`src/rtl/booth_mult_r4.sv`:
```
// Radix-4 Booth multiplier for 32x32 signed/unsigned products (mult/multu).
// One Booth digit per cycle over a 34-bit multiplier: 17 steps, then the product is published.
module booth_mult_r4 (
    input  logic        clk,
    input  logic        reset,
    input  logic        start,
    input  logic        signed_op,
    input  logic [31:0] a_in,
    input  logic [31:0] b_in,
    output logic [31:0] hi_out,
    output logic [31:0] lo_out,
    output logic        busy,
    output logic        done
);

    typedef enum logic [1:0] {IDLE, CALC, DONE} state_t;

    state_t      r_state;
    state_t      w_next;

    logic [34:0] r_mcand;
    logic [33:0] r_mplier;
    logic        r_bPrev;
    logic [36:0] r_acc;
    logic [4:0]  r_cnt;
    logic        r_fin;
    logic [31:0] r_hi;
    logic [31:0] r_lo;

    logic [36:0] w_m1;
    logic [36:0] w_m2;
    logic [36:0] w_addend;
    logic [36:0] w_sum;
    logic [36:0] w_accShift;
    logic [33:0] w_mplierShift;

    always_ff @(posedge clk or posedge reset) begin
        if (reset) begin
            r_state <= IDLE;
        end else begin
            r_state <= w_next;
        end
    end

    always_comb begin
        w_next = r_state;
        case (r_state)
            IDLE:    if (start) w_next = CALC;
            CALC:    if (r_fin) w_next = DONE;
            DONE:    w_next = IDLE;
            default: w_next = IDLE;
        endcase
    end

    // Booth digit from {b[i+1], b[i], b[i-1]} selects 0, +-M or +-2M.
    always_comb begin
        w_m1 = {{2{r_mcand[34]}}, r_mcand};
        w_m2 = {w_m1[35:0], 1'b0};
        case ({r_mplier[1:0], r_bPrev})
            3'b001, 3'b010: w_addend = w_m1;
            3'b011:         w_addend = w_m2;
            3'b100:         w_addend = -w_m2;
            3'b101, 3'b110: w_addend = -w_m1;
            default:        w_addend = '0;
        endcase
        w_sum         = r_acc + w_addend;
        w_accShift    = {{2{w_sum[36]}}, w_sum[36:2]};
        w_mplierShift = {w_sum[1:0], r_mplier[33:2]};
    end

    // r_fin marks that the 17th step is complete; the following edge publishes the product.
    always_ff @(posedge clk or posedge reset) begin
        if (reset) begin
            r_mcand  <= '0;
            r_mplier <= '0;
            r_bPrev  <= 1'b0;
            r_acc    <= '0;
            r_cnt    <= '0;
            r_fin    <= 1'b0;
            r_hi     <= '0;
            r_lo     <= '0;
        end else begin
            case (r_state)
                IDLE: begin
                    if (start) begin
                        r_mcand  <= signed_op ? {{3{a_in[31]}}, a_in} : {3'b000, a_in};
                        r_mplier <= signed_op ? {{2{b_in[31]}}, b_in} : {2'b00, b_in};
                        r_bPrev  <= 1'b0;
                        r_acc    <= '0;
                        r_cnt    <= '0;
                        r_fin    <= 1'b0;
                    end
                end
                CALC: begin
                    if (!r_fin) begin
                        r_acc    <= w_accShift;
                        r_mplier <= w_mplierShift;
                        r_bPrev  <= r_mplier[1];
                        if (r_cnt == 5'd16) begin
                            r_fin <= 1'b1;
                        end else begin
                            r_cnt <= r_cnt + 5'd1;
                        end
                    end else begin
                        r_hi <= {r_acc[29:0], r_mplier[33:32]};
                        r_lo <= r_mplier[31:0];
                    end
                end
                default: begin
                end
            endcase
        end
    end

    assign hi_out = r_hi;
    assign lo_out = r_lo;
    assign busy   = (r_state != IDLE);
    assign done   = (r_state == DONE);

endmodule
```
`config.mk`:
```
export PLATFORM = sky130hd
export DESIGN_NAME = booth_mult_r4
export DESIGN_NICKNAME = d
export VERILOG_FILES = /design/src/rtl/booth_mult_r4.sv
export SDC_FILE = /design/constraint.sdc
export NUM_CORES = 1
export LEC_CHECK = 0
export ABC_CLOCK_PERIOD_IN_PS = 10850
export CAP_MARGIN = 10
export CORE_MARGIN = 1.5
export CORE_UTILIZATION = 25
export DETAILED_ROUTE_END_ITERATION = 16
export PLACE_DENSITY = 0.42
export SYNTH_ARGS = -nofsm -noshare
export SYNTH_HDL_FRONTEND = slang
export SYNTH_SLANG_ARGS = --single-unit
```
`constraint.sdc`:
```
create_clock -name clk -period 10.85 [get_ports clk]
set_input_delay 1.085 -clock clk [delete_from_list [all_inputs] [get_ports clk]]
set_output_delay 1.085 -clock clk [all_outputs]
set_load 0.01 [all_outputs]
```
==> flow_summary_export.csv, run 1 <==
group,metric,value,unit
status,outcome,"completed",
synth,synth_enable_flop_cells,0,
sta,worst_slack,5.05,ns
critical_path,setup.worst_path.start_class,"register",
layout,ff_latch_area,4380,sq um
placement,port_buffers,133,
route,postRouteAntennaNets,0,
sta,slew_headroom,0.321,
global_route,grt_pass1_vias,8779,
sta,rsz0062_at_grt,"false",
placement,gp_congestion,0.822,
layout,drive_gt1_frac,0.125,
global_route,antenna_found_initial,0,
synth,ys_ff_latch,175,
route,drcViolationCount,0,
critical_path,cp.required,11.20,ns
floorplan,die_h,209,microns
global_route,grt_usage,0.151,
clock_network,cts_made_buffers,17,
synth,postSynthAreaPerCell,9.18,sq um
sta,drv_slew,0,
route,routed_wl,32000,microns
critical_path,path_class,"register to register",
sta,finalHoldViolCount,0,
critical_path,worstSetupEndpointType,"register",
layout,fin_nets,1352,
critical_path,crit_path_max_fanout,5,
clock_network,cts_tree,"yes",
clock_network,htree_levels,4,
synth,netlist_area,10600,sq um
clock_network,root_buffer,"clkbuf_16",
layout,multi_input_area,5870,sq um
layout,fin_cells,1796,
floorplan,core_area,41900,sq um
clock_network,post-cts-setup-buffers,0,
clock_network,clockBufferDepth,2,
sta,tightestPinTransition,1.02,ns
sta,timing.final.crit_share,0.535,
synth,yosysWarnings,0,
global_route,grt_overflow,0,
placement,post-dp-hpwl,22000,microns
synth,yosysSeqAreaShare,0.412,
floorplan,die-area,43800,sq um
layout,area_growth,22.7,%
clock_network,cts_sinks,175,
placement,dp_cells,1764,
sta,finalSetupViolations,0,
global_route,grt_max_degree,116,
route,dr.pass1.iters,5,
clock_network,post_cts_resized,0,
worst_hold_path,holdPathStages,2,
route,wl_per_cell,17.8,microns
layout,insertedDiodeCount,0,
layout,n_fill_cell,4383,
synth,syn_inst,1158,
sta,tns,0,ns
floorplan,initial_core_util,0.253,
floorplan,ios,134,
sta,final.min_clock_period,5.80,ns
clock_network,worstSkewPairLatency,0.46,ns
route,via_count,8871,
route,routed_via_density,4.94,
sta,skew,0.0106,ns
global_route,grt_pass1_wl,51000,microns
synth,synthArstFlopShare,1.00,
floorplan,chipWidth,209,microns
clock_network,path_clk_slew,0.08,ns
placement,dp_slack,4.99,ns
floorplan,num_rows,75,
synth,ys.flop_type,"dfrtp_1",
synth,synth_cell_type_count,72,
worst_hold_path,min_path_type,"register to register",
critical_path,ff2ff_path_depth,20,
critical_path,cp.arrival,6.16,ns
synth,synth_nets,1266,
run,maxCapViolations,0,
route,drt_iter0_markers,568,
clock_network,postCtsHoldBufs,0,
sta,fmax,172,MHz
-- kinds of logic after synthesis --
kind of cell | Yosys count | synth area share
flip-flops | 175 | 0.412
AO/OA/AOI/OAI | 302 | 0.185
adder cells (fa/ha/maj) | 40 | 0.0478
buffers and inverters | 105 | 0.0381
XOR/XNOR | 64 | 0.0527
multiplexers | 100 | 0.105
AND/OR/NAND/NOR | 372 | 0.159
-- registers in the layout, summed over array words and instances (netlist names) --
signal,count
r_mcand,33
r_acc,35
hi_out,32
r_fin,1
lo_out,32
r_cnt,5
r_mplier,34
r_state,2
r_bPrev,1
-- worst paths after layout --
check                                        from                      end  slack (ns)
hold reg to reg            hi_out[26]$_DFFE_PP0P_   hi_out[26]$_DFFE_PP0P_        0.48
hold / removal             hi_out[26]$_DFFE_PP0P_   hi_out[26]$_DFFE_PP0P_        0.48
min in group asynchronous                   reset   lo_out[30]$_DFFE_PP0P_        1.20
setup / recovery           r_mcand[0]$_DFFE_PP0P_    r_acc[35]$_DFFE_PP0P_        5.05
setup reg to reg           r_mcand[0]$_DFFE_PP0P_    r_acc[35]$_DFFE_PP0P_        5.05
max in group asynchronous                   reset  r_mcand[14]$_DFFE_PP0P_        8.28
-- layout by cell type (no fill, tap or decap), types with 6 or more instances in the layout --
| cell type | n |
|---|---|
| xor2_1 | 29 |
| a221oi_1 | 7 |
| nor2_1 | 81 |
| clkdlybuf4s50_1 | 133 |
| a21oi_1 | 46 |
| and3_1 | 7 |
| ha_1 | 39 |
| nand2b_1 | 10 |
| buf_4 | 12 |
| a211oi_1 | 6 |
| mux2i_1 | 7 |
| or3_1 | 21 |
| dfrtp_1 | 175 |
| inv_1 | 24 |
| nor4_1 | 6 |
| a22oi_1 | 19 |
| xnor2_1 | 35 |
| o211ai_1 | 9 |
| mux2_2 | 91 |
| a21o_1 | 21 |
| a31oi_1 | 40 |
| o21bai_1 | 6 |
| nand3_1 | 19 |
| o21a_1 | 8 |
| nor3_1 | 21 |
| nand2_1 | 170 |
| clkbuf_16 | 17 |
| o21ai_0 | 88 |
-- area by class of cell --
cell class,instances,area share
multi-input cells,878,0.450
flip-flops and latches,175,0.336
repair buffers,145,0.109
well taps,539,0.0517
clock buffers,18,0.0337
clock inverters,14,0.0116
inverters,27,0.00835
-- synth_stat cells, drive strengths merged (3+ instances only) --
cell	number	area, sq um
or2	6	37.5
nand2	171	642
o22ai	5	31.3
or4	7	63.8
o21a	8	60.1
nand4	5	31.3
a21boi	4	30.0
o31ai	5	51.3
or3	21	131
a21oi	46	230
a31oi	40	250
nor4	6	37.5
nor3b	3	22.5
nand3	19	95.1
xor2	29	254
xnor2	35	307
a22oi	19	143
mux2i	7	70.1
nor2	84	332
ha	39	488
a21o	21	158
o211ai	9	67.6
nor2b	6	37.5
o221ai	5	43.8
a211oi	6	45.0
a22o	5	43.8
and3	7	43.8
o21bai	6	45.0
a32o	4	40.0
buf	11	50.0
a221oi	7	61.3
o21ai	90	450
dfrtp	175	4380
clkbuf	67	254
mux2	93	1050
nand2b	10	62.6
inv	25	93.8
nor3	21	105
-- metrics by stage --
stage               cell area, sq um   util  hold slack (ns)
finish                         13000  0.311            0.483
global route                   13000  0.311            0.521
CTS                            13000  0.311            0.489
detailed placement             12500  0.297            0.474
global placement               12500  0.297            0.468
floorplan                      10600      -            0.455
-- critical path, stage by stage (launching register included) --
cell and delay [ns]:
dfrtp_1 0.40, inv_1 0.12, ha_1 0.21, or4b_1 0.55, nor4_1 0.81, nand2_1 0.23, or3_1 0.39, nand2_1 0.10
xnor2_1 0.15, a21oi_1 0.09, o21ai_0 0.35, ha_1 0.25, a21oi_1 0.09, o21ai_0 0.34, a211o_1 0.19, o221a_2 0.20
o311a_1 0.16, o221ai_1 0.17, a21oi_1 0.33, mux2_1 0.35, o22a_1 0.21
-- metal layers --
metal	global-route usage	wire length, microns
met5	0	0
met4	0.0465	554
met3	0.0490	1950
met2	0.238	14700
met1	0.195	14700
Power of run 1 is left out: the tool's default activity adds up to more than one toggle a clock period on the data nets, which glitch-free logic cannot reach.
==> inputs of run 2 (changes only) <==
--- a/config.mk
+++ b/config.mk
@@ -5,7 +5,7 @@
 export SDC_FILE = /design/constraint.sdc
 export NUM_CORES = 1
 export LEC_CHECK = 0
-export ABC_CLOCK_PERIOD_IN_PS = 10850
+export ABC_CLOCK_PERIOD_IN_PS = 5500
 export CAP_MARGIN = 10
 export CORE_MARGIN = 1.5
 export CORE_UTILIZATION = 25
==> constraint.sdc (replaced) <==
create_clock -name clk -period 5.5 [get_ports clk]
set_input_delay 0.55 -clock clk [delete_from_list [all_inputs] [get_ports clk]]
set_output_delay 0.55 -clock clk [all_outputs]
set_load 0.01 [all_outputs]
==> flow_summary_export.csv, run 2 (synthesis results as in run 1) <==
group,metric,value,unit
status,outcome,"completed",
critical_path,r2r_setup_slack,0.29,ns
global_route,grt_pass1_vias,8990,
sta,final.min_clock_period,5.21,ns
sta,finalSetupViolations,0,
route,drt_iter0_markers,393,
placement,post-dp-hpwl,22600,microns
critical_path,cp_cell_sequence,"or4_4 -> or4_4 -> or2_1 -> or4_1 -> nor3_1 -> nand2b_1 -> xnor2_1 -> a221oi_1 -> a31oi_1 -> ha_1 -> a211o_1 -> o221a_2 -> or2_2 -> a31o_2 -> a21oi_1 -> mux2i_1 -> nand3_1",
layout,drive_gt1_frac,0.152,
placement,gp_congestion,0.823,
critical_path,setup.worst_path.start_class,"register",
route,dr.pass1.iters,4,
floorplan,die_h,209,microns
route,postRouteAntennaNets,0,
clock_network,post-cts-setup-buffers,0,
sta,fmax,192,MHz
global_route,grt_pass1_wl,51900,microns
placement,port_buffers,133,
sta,skew,0.0119,ns
route,via_count,8946,
critical_path,cp.required,5.85,ns
global_route,grt_overflow,0,
critical_path,worstSetupEndpointType,"register",
floorplan,core_area,41900,sq um
sta,timing.final.crit_share,0.948,
clock_network,root_buffer,"clkbuf_16",
sta,slew_headroom,0.311,
route,drcViolationCount,0,
layout,largest-register,"r_acc",
critical_path,startpoint,"r_mcand[7]$_DFFE_PP0P_",
run,maxCapViolations,0,
worst_hold_path,min_path_type,"register to register",
sta,tightestPinTransition,1.03,ns
clock_network,path_clk_slew,0.08,ns
sta,finalHoldViolCount,0,
critical_path,ff2ff_path_depth,17,
sta,tns,0,ns
route,routed_wl,32400,microns
critical_path,r2r-start,"r_mcand[7]$_DFFE_PP0P_",
critical_path,cpPeakStageDelay,0.60,ns
critical_path,rr_endpoint,"r_acc[28]$_DFFE_PP0P_",
global_route,grt_max_degree,86,
clock_network,cts_tree,"yes",
layout,insertedDiodeCount,0,
critical_path,crit_end,"r_acc[28]$_DFFE_PP0P_",
sta,drv_slew,0,
clock_network,post_cts_resized,0,
floorplan,ios,134,
clock_network,clockBufferDepth,2,
global_route,grt_usage,0.153,
clock_network,cts_sinks,175,
floorplan,die-area,43800,sq um
clock_network,htree_levels,4,
floorplan,initial_core_util,0.253,
global_route,antenna_found_initial,0,
critical_path,slowest_stage,"or4_1",
clock_network,cts_made_buffers,17,
layout,n_fill_cell,4384,
clock_network,postCtsHoldBufs,0,
layout,layout_common_cells,"dfrtp_1 (175), nand2_1 (170), clkdlybuf4s50_1 (133), mux2_2 (91), o21ai_0 (87)",
route,wl_per_cell,17.7,microns
layout,final_common_cell,"dfrtp_1",
critical_path,path_class,"register to register",
clock_network,worstSkewPairLatency,0.46,ns
layout,fin_nets,1389,
critical_path,critPathMostFrequentCell,"or4_4",
route,routed_via_density,4.88,
layout,reg_top3,"r_acc: 35 flops, r_mplier: 34 flops, r_mcand: 33 flops",
sta,rsz0062_at_grt,"false",
floorplan,chipWidth,209,microns
floorplan,num_rows,75,
critical_path,crit_path_max_fanout,6,
layout,largest_reg_flops,35,
critical_path,cp.arrival,5.56,ns
layout,area_growth,25.6,%
run 2: worst min-delay path by stage:
stage / from / end / slack [ns] / cells past startpoint
2_1_floorplan: r_acc[32]$_DFFE_PP0P_ / r_acc[32]$_DFFE_PP0P_ / 0.46 / 2
3_3_place_gp: hi_out[24]$_DFFE_PP0P_ / hi_out[24]$_DFFE_PP0P_ / 0.47 / 2
3_5_place_dp: hi_out[24]$_DFFE_PP0P_ / hi_out[24]$_DFFE_PP0P_ / 0.47 / 2
4_1_cts: hi_out[24]$_DFFE_PP0P_ / hi_out[24]$_DFFE_PP0P_ / 0.50 / 2
5_1_grt: lo_out[24]$_DFFE_PP0P_ / lo_out[24]$_DFFE_PP0P_ / 0.52 / 1
6_report: hi_out[26]$_DFFE_PP0P_ / hi_out[26]$_DFFE_PP0P_ / 0.50 / 2
run 2: through the flow:
stage	util	worst slack, ns	std cells	hold slack (ns)	instance area, sq um
final	0.318	0.287	1833	0.495	13300
after global routing	0.318	0.00103	1833	0.523	13300
after CTS	0.318	0.273	1833	0.502	13300
after global placement	0.304	0.310	1801	0.466	12800
after detailed placement	0.304	0.292	1801	0.475	12800
after floorplan	-	0.205	1158	0.455	10600
run 2: worst max-delay path, delay by kind of cell (launching register included):
kind / cells / cell delay, ns
flip-flops: 1 / 0.38
AND/OR/NAND/NOR: 8 / 2.78
adder cells (fa/ha/maj): 1 / 0.30
multiplexers: 1 / 0.20
AO/OA/AOI/OAI: 6 / 1.38
XOR/XNOR: 1 / 0.08
run 2: final cells by class:
cell class / instances / area [sq um] / share of cell area
multi-input cells: 878 / 5880 / 0.441
clock buffers: 18 / 439 / 0.0329
clock inverters: 14 / 138 / 0.0103
inverters: 27 / 109 / 0.00816
flip-flops and latches: 175 / 4380 / 0.328
well taps: 539 / 674 / 0.0505
repair buffers: 182 / 1720 / 0.129
run 2: per-layer routing:
metal | global-route usage | vias up | share of wire
li1 | - | 4391 | -
met1 | 0.206 | 4347 | 0.48
met2 | 0.234 | 180 | 0.45
met3 | 0.0451 | 28 | 0.055
met4 | 0.0517 | 0 | 0.022
met5 | 0 | - | 0
Power of run 2 is left out for the same reason.
==> inputs of run 3 (changes only) <==
--- a/config.mk
+++ b/config.mk
@@ -11,6 +11,7 @@
 export CORE_UTILIZATION = 25
 export DETAILED_ROUTE_END_ITERATION = 16
 export PLACE_DENSITY = 0.42
+export SKIP_CTS_REPAIR_TIMING = 1
 export SYNTH_ARGS = -nofsm -noshare
 export SYNTH_HDL_FRONTEND = slang
 export SYNTH_SLANG_ARGS = --single-unit
==> results of run 3 <==
Final layout, timing and power as in run 2 (identical DEF).
Power of run 3 is left out for the same reason.
